File: src/rtl/uart_tx_queue_pkg.sv
// Shared definitions for the UART transmit queue: drain FSM encoding and MMIO address.
package uart_tx_queue_pkg;

    typedef enum logic [1:0] {
        S_IDLE  = 2'd0,
        S_GUARD = 2'd1,
        S_WAIT  = 2'd2
    } tx_state_e;

    localparam logic [15:0] TO_HOST_ADDR = 16'h0100;

endpackage

File: src/rtl/uart_tx_queue_sync_fifo.sv
// Synchronous FIFO with registered occupancy flags; pushes are dropped when full.
module uart_tx_queue_sync_fifo #(
    parameter int WIDTH     = 8,
    parameter int DEPTH_LOG = 4
) (
    input  logic                 clk,
    input  logic                 rst_async_n,
    input  logic                 flush,
    input  logic                 push,
    input  logic                 pop,
    input  logic [WIDTH-1:0]     wdata,
    output logic [WIDTH-1:0]     rdata,
    output logic                 full,
    output logic                 empty,
    output logic [DEPTH_LOG:0]   count
);

    localparam int              DEPTH     = 1 << DEPTH_LOG;
    localparam logic [DEPTH_LOG:0] DEPTH_CNT = (DEPTH_LOG + 1)'(DEPTH);

    logic [WIDTH-1:0]     mem [DEPTH];
    logic [DEPTH_LOG-1:0] wptr;
    logic [DEPTH_LOG-1:0] rptr;
    logic                 do_push;
    logic                 do_pop;
    logic [DEPTH_LOG:0]   count_nxt;

    // Flags are registered, so push acceptance uses last cycle's FULL even when a pop frees a slot.
    always_comb begin
        do_push   = push && !flush && !full;
        do_pop    = pop && !flush && !empty;
        count_nxt = count;
        if (flush) begin
            count_nxt = '0;
        end else begin
            case ({do_push, do_pop})
                2'b10:   count_nxt = count + (DEPTH_LOG + 1)'(1);
                2'b01:   count_nxt = count - (DEPTH_LOG + 1)'(1);
                default: count_nxt = count;
            endcase
        end
    end

    always_ff @(posedge clk or negedge rst_async_n) begin
        if (!rst_async_n) begin
            wptr  <= '0;
            rptr  <= '0;
            count <= '0;
            full  <= 1'b0;
            empty <= 1'b1;
        end else begin
            if (flush) begin
                wptr <= '0;
                rptr <= '0;
            end else begin
                if (do_push) wptr <= wptr + DEPTH_LOG'(1);
                if (do_pop)  rptr <= rptr + DEPTH_LOG'(1);
            end
            count <= count_nxt;
            full  <= (count_nxt == DEPTH_CNT);
            empty <= (count_nxt == '0);
        end
    end

    always_ff @(posedge clk) begin
        if (do_push) mem[wptr] <= wdata;
    end

    assign rdata = mem[rptr];

endmodule

File: src/rtl/uart_tx_queue.sv
// Byte queue between the to_host MMIO store path and UARTTX, draining one byte per frame.
module uart_tx_queue
    import uart_tx_queue_pkg::*;
#(
    parameter int DEPTH_LOG = 4
) (
    input  logic                 CLK,
    input  logic                 RST_X,
    input  logic                 FLUSH,
    input  logic [7:0]           WDATA,
    input  logic                 WE,
    output logic                 FULL,
    output logic                 EMPTY,
    output logic [DEPTH_LOG:0]   COUNT,
    output logic                 OVERFLOW,
    output logic [7:0]           TX_DATA,
    output logic                 TX_WE,
    input  logic                 TX_READY
);

    tx_state_e  state;
    tx_state_e  state_nxt;
    logic       pop;
    logic [7:0] fifo_rdata;

    uart_tx_queue_sync_fifo #(
        .WIDTH     (8),
        .DEPTH_LOG (DEPTH_LOG)
    ) u_fifo (
        .clk         (CLK),
        .rst_async_n (RST_X),
        .flush       (FLUSH),
        .push        (WE),
        .pop         (pop),
        .wdata       (WDATA),
        .rdata       (fifo_rdata),
        .full        (FULL),
        .empty       (EMPTY),
        .count       (COUNT)
    );

    // GUARD skips one cycle of TX_READY because UARTTX drops READY a cycle after WE.
    always_comb begin
        state_nxt = state;
        pop       = 1'b0;
        case (state)
            S_IDLE: begin
                if (!EMPTY && TX_READY && !FLUSH) begin
                    pop       = 1'b1;
                    state_nxt = S_GUARD;
                end
            end
            S_GUARD: state_nxt = S_WAIT;
            S_WAIT:  if (TX_READY) state_nxt = S_IDLE;
            default: state_nxt = S_IDLE;
        endcase
    end

    always_ff @(posedge CLK or negedge RST_X) begin
        if (!RST_X) begin
            state    <= S_IDLE;
            TX_WE    <= 1'b0;
            TX_DATA  <= 8'h00;
            OVERFLOW <= 1'b0;
        end else begin
            state <= state_nxt;
            TX_WE <= pop;
            if (pop) TX_DATA <= fifo_rdata;
            if (FLUSH)           OVERFLOW <= 1'b0;
            else if (WE && FULL) OVERFLOW <= 1'b1;
        end
    end

endmodule

File: config.mk
export PLATFORM = sky130hd
export DESIGN_NAME = uart_tx_queue
export DESIGN_NICKNAME = d
export VERILOG_FILES = /design/src/rtl/uart_tx_queue_pkg.sv /design/src/rtl/uart_tx_queue_sync_fifo.sv /design/src/rtl/uart_tx_queue.sv
export SDC_FILE = /design/constraint.sdc
export NUM_CORES = 1
export LEC_CHECK = 0
export CAP_MARGIN = 20
export CORE_MARGIN = 8
export CORE_UTILIZATION = 40
export CTS_BUF_LIST = sky130_fd_sc_hd__clkbuf_16
export CTS_CLUSTER_SIZE = 28
export DETAILED_ROUTE_END_ITERATION = 6
export PLACE_DENSITY = 0.65
export REMOVE_ABC_BUFFERS = 1
export SLEW_MARGIN = 20
export SYNTH_ARGS = -nofsm -noshare
export SYNTH_HDL_FRONTEND = slang
export SYNTH_SLANG_ARGS = --single-unit
File: constraint.sdc
create_clock -name CLK -period 4.5 [get_ports CLK]
set_input_delay 0.9 -clock CLK [delete_from_list [all_inputs] [get_ports CLK]]
set_output_delay 0.9 -clock CLK [all_outputs]
set_load 0.02 [all_outputs]
==> impl_results.md <==
- Least-Margin Pin Slew: just over 0.9 ns
- Most frequent cells in the layout: 128 x edfxtp_1, 40 x mux4_2, 39 x nand2_1
- Root buffer cell: clkbuf_16
- Critical path launch point type: primary input
- Final Hold Fails: 0
- Final-report max-slew violation count: 0
- Hold_buf cts: 0
- Die Footprint: 0.02016 mm^2
- Worst Path Class, Setup: primary input to flop
- Core Area: 0.01571 mm^2
- Status: completed
- Global-route wire length before repair: approximately 20000 um
- Ant. Diodes: 0
- Synth top area cells: edfxtp_1 61%, mux4_2 14%, dfrtp_1 10%
- Longest Clk Path Bufs: 2
- Max Cap Violations: 0
- Reg2reg path depth: 9
- Clk_lat worst skew: 0.43 ns
- Async S/R FF share, synth: 0.1742
- Worst Hold Depth: 2
- Vias in the first global route: 3465
- Register area share after synthesis: 0.7121
- Remaining antenna violation count: 0
- GR Overflow Total: 0
- IO buf count: 29
- Mapped Cells: 366
- Clk_skew: around 0.0076 ns
- Top Ports: 30
- Static Leak: 2.523 nW
- Synth top area share: 0.6054
- H-tree depth: 4
- Layout cell share with drive strength beyond 1: 0.2057
- Post-route DRC: 0
- Commonest non-fill, non-tap cell in the layout: edfxtp_1
- Design area: 0.007460 mm^2
- Routability cong.: 0.8518
- Highest-delay cell along the critical path: nor3_1
- Die height: between 100 and 150 um
- DP Area: about 0.0069 mm^2
- Post-synthesis register bit count: 155
- Finished Layout Cells: 634
- Area growth syn-to-layout: 17.50%
- Slew margin rel.: 0.3901
- CP cell instances: clkdlybuf4s50_1 -> buf_4 -> nor3_1 -> nand2_1 -> buf_4 -> inv_1 -> ha_1 -> a21oi_1 -> nor4_1 -> nor4_1 -> or3b_1 -> nor4_1
- CP required: 4.82 ns
- Nets: 425
- CP endpoint kind: flop
- Post-CTS setup buffers: 0
- Final period util: 0.8473
- Hold path endpoint: TX_DATA[7]
- RSZ-0062 raised after global routing: no
- Die W: 142.0 um
- Vias: about 3400
- Mapped Avg Cell Area: 17.35 um^2
- Reg2Reg Launch Point: state[0]
- Worst hold start: TX_DATA[7]
- Worst R2R End: u_fifo.full
- FP Rows: 46
- DP HPWL: a little over 8000 um
- CP Max Fanout: 14
- GRT Total Usage: 0.1323
- R2R Setup Slk: 1.35 ns
- Arrival @ worst endpoint: 4.13 ns
- Synth cell types: 41
- Worst min-delay path class: flop to flop
- Final wirelength: between 10000 and 15000 um
- Post-synth EDFFs: 128
- Top delay family on crit path: simple AND/OR/NAND/NOR gates
- Primary FF master, synth: edfxtp_1
- CTS tree: done
- Cts bufs inserted: 17
- WL per Instance: 20.00 um
- Pin count of the biggest net entering global routing: 36
- Max stage delay on crit path: 0.46 ns
- Buf/Inv on CP: 4
- Top cell by count, worst path: nor4_1
- Post-Route Setup TNS: 0 ns
- DP Cell Count: 602
- Fmax: 262.3 MHz
- Via/cell ratio: 5.301
- Largest area contributor in the netlist: edfxtp_1
- Antenna violations before repair: 0
- DR pass1 iterations: 4
- Power Dens Cells: 473.8 mW/mm^2
- Synthesized area: 0.006349 mm^2
- Final Setup Violations: 0
- Core Util, Final: 0.4748
- VDD IR-drop max: 0.0002799 V
- Final min period: 3.813 ns
- CTS Sinks: between 150 and 200
- YS warnings: 0
- Post-CTS Resized: 0
- CTS clk-pin slew, worst paths: 0.06 ns
- Iter 0 DRT Violations: roughly 230
- Initial Util: 0.4040
[worst min-delay path, cell delays in order (launching register included)]
cell	delay, ns
dfrtp_1	0.34
nand2_1	0.05
nand2_1	0.06
[state kept, by name (all words and copies together), names as in the netlist]
| signal | count |
|---|---|
| u_fifo.wptr | 4 |
| u_fifo.full | 1 |
| state | 2 |
| u_fifo.rptr | 4 |
| TX_DATA | 8 |
| u_fifo.mem | 128 |
| OVERFLOW | 1 |
| TX_WE | 1 |
| u_fifo.empty | 1 |
| u_fifo.count | 5 |
[power by group]
group / switching [mW] / total, mW / internal [mW]
clock network: 0.574 / 1.33 / 0.759
registers: 0.0735 / 1.70 / 1.63
logic: 0.257 / 0.500 / 0.243
[how the worst max path moves through the flow]
| stage | start | endpoint | cells past startpoint |
|---|---|---|---|
| global route | FLUSH | u_fifo.full | 12 |
| CTS | FLUSH | u_fifo.full | 12 |
| finish | FLUSH | u_fifo.full | 12 |
| detailed placement | FLUSH | u_fifo.full | 12 |
| floorplan | FLUSH | u_fifo.empty | 9 |
| global placement | FLUSH | u_fifo.empty | 12 |
[kinds of logic (layout without fill, tap and decap cells)]
logic type | count (synthesis) | count (layout) | synth area share
xor gates and xnor gates | 6 | 6 | 0.008277
adders and majority gates | 7 | 7 | 0.01380
DFF | 155 | 155 | 0.7121
buffers and inverters | 29 | 81 | 0.01853
and+or+nand+nor | 99 | 99 | 0.07273
AOI/OAI and AO/OA | 26 | 26 | 0.02621
muxes | 44 | 44 | 0.1484
[stage by stage]
step	total power [mW]	worst slack (ns)	hold slack, ns
5_1_grt	3.660	0.3623	0.5129
4_1_cts	3.558	0.7325	0.4835
3_5_place_dp	2.239	0.3311	0.4693
2_1_floorplan	2.011	1.208	0.4637
6_report	3.535	0.6873	0.4761
3_3_place_gp	2.224	0.4501	0.4655
[synthesized netlist by cell type (2+ instances only)]
cell type / number
edfxtp_1: 128
inv_1: 9
nand2b_1: 5
buf_2: 3
buf_1: 2
o31a_1: 3
ha_1: 7
nor2b_1: 2
clkbuf_1: 13
nor4_1: 3
a21oi_1: 8
o21ai_0: 4
mux2i_1: 3
o31ai_1: 2
xor2_1: 5
a31oi_1: 3
o41ai_1: 2
nor2_1: 24
nand4_1: 4
dfrtp_1: 26
or3_1: 3
nor3_1: 8
nand3_1: 4
mux4_2: 40
nand2_1: 39
[cell type report]
type	count	area (um^2)
multi-input cells	182	1710
clock buffers	17	425.4
fillers	1328	8253
repair buffers	40	372.9
clock inverters	15	125.1
flip-flops and latches	155	4522
inverters	9	33.78
well taps	216	270.3
[per-layer routing]
layer  part of all wire  track usage  vias to the layer above
li1                   -            -                     1505
met1               0.43       0.1668                     1742
met2               0.50       0.2150                       95
met3              0.051      0.03019                       19
met4              0.018      0.05766                        0
met5                  0            0                        -
Power figures use the tool's default switching activity.
==> variant 1 (config.mk and constraints unchanged) <==
Make the reset (`RST_X` and `rst_async_n`) synchronous in 2 clocked blocks.
--- a/src/rtl/uart_tx_queue_sync_fifo.sv
+++ b/src/rtl/uart_tx_queue_sync_fifo.sv
@@ -41,7 +41,7 @@
         end
     end
 
-    always_ff @(posedge clk or negedge rst_async_n) begin
+    always_ff @(posedge clk) begin
         if (!rst_async_n) begin
             wptr  <= '0;
             rptr  <= '0;
--- a/src/rtl/uart_tx_queue.sv
+++ b/src/rtl/uart_tx_queue.sv
@@ -56,7 +56,7 @@
         endcase
     end
 
-    always_ff @(posedge CLK or negedge RST_X) begin
+    always_ff @(posedge CLK) begin
         if (!RST_X) begin
             state    <= S_IDLE;
             TX_WE    <= 1'b0;
Function: differs if RST_X is asserted again (counterexample within 4 cycles, from zero or initial values and one cycle with RST_X low); with RST_X held inactive, the same outputs for 10 cycles.
==> variant 1 against the original RTL <==
Synthesized area shrank 2.8%. First-iteration DRC count grew 35%. Setup slack gained 480 ps. Sequential cell count is the same. Synthesized cell count shrank 1.1%. Wire length shrank 5.2%. Maximum frequency grew 14%. Utilization grew 0.31 points. Design area shrank 3.0%. Final cell count shrank 5.7%. Largest cell class unchanged.
Power is not compared: it rests on default switching activity, and its combinational part moved more than twofold at a synthesized area within 25%.
==> variant 1: results <==
metrics = {
    "placement": {
        "globalplace.congestion": 0.778,
        "dpl.hpwl_microns": 7610,
        "placed_cell_area_sq_um": 6670,
    },
    "setup_path": {
        "critical_path.max_fanout": 7,
        "worst_ep_arrival_time_ps": 3650,
        "cp_slowest_cell": "or4_4",
        "slowest_delay_ps": 490,
    },
    "clock_network": {
        "ctsRootBufferMaster": "clkbuf_16",
        "cts-resized-gates": 0,
        "cts_max_path_buffers": 2,
        "clk_latency_ps": 420,
        "tritoncts.num_buffers": 17,
    },
    "drt": {
        "totalWireLength_microns": 12000,
        "vias_post_dr": 3303,
        "drt_first_iter_violations": 306,
        "detailedRoute.firstPassIterationCount": 5,
    },
    "sta": {
        "slew-limit-headroom_pct": 33.5,
        "fin_skew_ps": 9.22,
        "setup_total_negative_slack_ps": 0,
    },
    "synth": {
        "synth.top_cells.by_area": "edfxtp_1 62%, mux4_2 12%, dfxtp_1 8.8%",
        "yosysWarnings": 0,
        "post_synth_num_cell_types": 38,
        "ys_seq_area_share_pct": 71.1,
        "yosys-top-cells-count": "128 x edfxtp_1, 32 x mux4_2, 27 x dfxtp_1, 27 x nor2_1, 20 x nand2_1",
        "synth_async_sr_flop_share_pct": 0,
    },
    "cells_and_area": {
        "layout-drive-gt1-share_pct": 17.8,
        "nNetsFinal": 417,
        "layout_top_registers": "u_fifo.mem x128, TX_DATA x8, u_fifo.count x5",
    },
    "status": {
        "status": "complete, no violations",
    },
    "global_routing": {
        "wire_length_of_the_first_global_routing_pass_microns": 19300,
        "global_route.usage.total_pct": 12.9,
    },
    "hold_path": {
        "min-delay-path-class": "reg2reg",
    },
}
## variant 1: power groups by stage
stage | logic [mW] | clock network [mW] | registers (mW)
floorplan | 0.0298 | 0 | 1.60
global placement | 0.0706 | 0 | 1.59
detailed placement | 0.0736 | 0 | 1.59
CTS | 0.0741 | 1.38 | 1.56
global route | 0.0811 | 1.43 | 1.56
finish | 0.0736 | 1.35 | 1.56
## variant 1: cell type report
class	count	area (sq um)
fill	1248	7910
clock inverter	14	116
clock buffer	18	450
inverter	6	22.5
timing repair buffer	37	350
sequential	155	4390
tap	188	235
multi-input combinational	180	1680
## variant 1: logic make-up after synthesis
logic type / after synthesis / share of synthesized area [%]
multiplexers: 35 / 12.2
adder cells (fa/ha/maj): 7 / 1.42
flip-flops: 155 / 71.1
AO/OA/AOI/OAI: 43 / 5.19
AND/OR/NAND/NOR: 84 / 6.84
buffers and inverters: 27 / 1.74
XOR/XNOR: 11 / 1.56
## variant 1: layer usage
layer,vias up,track usage [%],part of all wire (%)
met5,-,0,0
met4,0,4.40,1.8
met3,19,3.60,5.3
met2,99,20.4,48
met1,1679,17.0,45
li1,1506,-,-
## variant 1: worst paths after layout
kind,from,endpoint,slack [ps],cells past startpoint
setup / recovery,FLUSH,u_fifo.empty,1160,10
hold / removal,TX_DATA[7],TX_DATA[7],470,2
setup reg to reg,state[1],u_fifo.empty,1720,9
hold reg to reg,TX_DATA[7],TX_DATA[7],470,2
## variant 1: stage by stage
stage	hold WS [ps]	setup slack [ps]	instances
finish	469	1160	598
detailed placement	464	771	566
CTS	476	1210	598
global route	488	994	598
global placement	457	869	566
floorplan	482	1140	341
## variant 1: worst max-delay path, delay by kind of cell
family / cells / cell delay [ps]
compound gates: 3 / 420
xor+xnor: 1 / 200
fa+ha+maj: 1 / 210
buf+inv: 1 / 450
simple gates: 4 / 1470
==> variant 2 (same flow settings) <==
Without the edit above. `DEPTH_LOG` is set to 4 in 2 places; all go to 2.
--- a/src/rtl/uart_tx_queue_sync_fifo.sv
+++ b/src/rtl/uart_tx_queue_sync_fifo.sv
@@ -1,7 +1,7 @@
 // Synchronous FIFO with registered occupancy flags; pushes are dropped when full.
 module uart_tx_queue_sync_fifo #(
     parameter int WIDTH     = 8,
-    parameter int DEPTH_LOG = 4
+    parameter int DEPTH_LOG = 2
 ) (
     input  logic                 clk,
     input  logic                 rst_async_n,
--- a/src/rtl/uart_tx_queue.sv
+++ b/src/rtl/uart_tx_queue.sv
@@ -2,7 +2,7 @@
 module uart_tx_queue
     import uart_tx_queue_pkg::*;
 #(
-    parameter int DEPTH_LOG = 4
+    parameter int DEPTH_LOG = 2
 ) (
     input  logic                 CLK,
     input  logic                 RST_X,
Interface: changed (resized COUNT); port bits go from 30 to 28. No check against the original RTL was run, so the function may have changed too.
==> variant 2 against the original RTL <==
Wire length is 71% lower. Count of clock-buffer cells in the layout is 12 lower. Largest cell class unchanged. Critical endpoint unchanged. Synthesized area is 65% lower. Combinational power is 48% lower. Critical path type unchanged. Die area is 60% lower. Total power is 62% lower. Sequential cell count is 102 lower. Design area is 64% lower. Setup slack better by 410 ps.
==> variant 2: results <==
metrics = {
    "sta": {
        "worst-slew-pin-transition_ps": 965,
        "fin_skew_ps": 6.65,
    },
    "synth": {
        "post_synth_num_cell_types": 33,
        "yosys-top-cells-count": "32 x edfxtp_1, 20 x dfrtp_1, 8 x nor2_1",
        "number_of_synthesized_flops_with_an_enable_pin": 32,
        "ys_seq_area_share_pct": 67.9,
        "synthesized_area_per_cell_sq_um": 18.0,
        "synth.top_cells.by_area": "edfxtp_1 44%, dfrtp_1 23%, mux4_2 6.2%",
        "synth_async_sr_flop_share_pct": 39.6,
    },
    "clock_network": {
        "h_tree_level_count": 2,
        "tritoncts.num_buffers": 5,
        "clk_latency_ps": 290,
        "ctsRootBufferMaster": "clkbuf_16",
    },
    "global_routing": {
        "wire_length_of_the_first_global_routing_pass_microns": 5980,
        "grt_start_max_net_pins": 22,
        "vias_in_the_first_global_route": 1220,
        "global_route.usage.total_pct": 9.48,
    },
    "setup_path": {
        "cp_slowest_cell": "clkdlybuf4s50_1",
        "critical_path.max_fanout": 12,
        "slowest_delay_ps": 660,
        "worst_ep_arrival_time_ps": 3630,
    },
    "cells_and_area": {
        "layout-drive-gt1-share_pct": 17.1,
        "nNetsFinal": 170,
        "layout_top_registers": "u_fifo.mem x32, TX_DATA x8, u_fifo.count x3",
    },
    "pwr": {
        "ir_drop_mv": 0.293,
        "p_leak_nw": 1.03,
        "power.internal_mw": 1.03,
    },
    "drt": {
        "drt_first_iter_violations": 68,
        "routed_wire_length_per_instance_microns": 16.3,
        "post_drt_via_cell_ratio": 4.75,
        "totalWireLength_microns": 3660,
    },
    "status": {
        "status": "complete, no violations",
    },
    "placement": {
        "detailedPlace.worstSlack_ps": 803,
        "globalplace.congestion": 0.753,
        "placement.io_buffers": 27,
        "placed_cells_incl_taps": 216,
        "dpl.hpwl_microns": 2490,
    },
}
variant 2: cell types whose count changed in the layout (fill, tap and decap cells not counted), moves of 5 or more:
cell	delta
mux4_2	-34
clkbuf_16	-12
nand2_1	-38
a21oi_1	-6
inv_1	-5
edfxtp_1	-96
mux2_4	+6
nor2_1	-16
and2_1	+5
nor3_1	-7
dfrtp_1	-5
buf_4	-11
variant 2: final timing paths:
kind,from,end,slack [ps],cells past startpoint
max in group asynchronous,RST_X,TX_DATA[0],2760,1
min reg2reg,TX_DATA[5],TX_DATA[5],500,1
max,FLUSH,u_fifo.full,1100,8
min,TX_DATA[5],TX_DATA[5],500,1
min in group asynchronous,RST_X,OVERFLOW,1150,1
max reg2reg,state[1],u_fifo.full,2070,7
variant 2: per-stage QoR:
step	utilization, %	area [sq um]	total power, mW
2_1_floorplan	-	2150	0.754
3_3_place_gp	46.4	2510	0.880
3_5_place_dp	46.4	2510	0.885
4_1_cts	50.0	2700	1.37
5_1_grt	50.0	2700	1.41
6_report	50.0	2700	1.35
variant 2: area by class of cell:
type                    instances  area [sq um]
well taps                      72          90.1
inverters                       5          18.8
clock inverters                 3          65.1
multi-input cells              59           643
flip-flops and latches         53          1490
clock buffers                   5           125
fillers                       452          2710
repair buffers                 27           270
variant 2: power by group through the flow:
stage	clock, mW	sequential [mW]	combinational [mW]
6_report	0.480	0.614	0.258
5_1_grt	0.509	0.621	0.276
4_1_cts	0.486	0.617	0.263
3_5_place_dp	0	0.624	0.261
3_3_place_gp	0	0.623	0.257
2_1_floorplan	0	0.664	0.0904
variant 2: cell families (layout without fill, tap and decap cells):
logic type | Yosys count | after routing | synth area share (%)
AO/OA/AOI/OAI | 5 | 5 | 1.71
XOR/XNOR | 3 | 3 | 1.20
adder cells (fa/ha/maj) | 6 | 6 | 3.77
buffers and inverters | 10 | 40 | 2.80
flip-flops | 53 | 53 | 67.9
multiplexers | 20 | 20 | 15.6
AND/OR/NAND/NOR | 25 | 25 | 7.08
variant 2: layer usage:
| layer | wire length [microns] | global-route usage (%) | vias to the layer above |
|---|---|---|---|
| li1 | - | - | 512 |
| met3 | 132 | 3.41 | 5 |
| met1 | 1570 | 10.2 | 531 |
| met4 | 47 | 4.02 | 0 |
| met2 | 1900 | 16.4 | 17 |
| met5 | 0 | 0 | - |
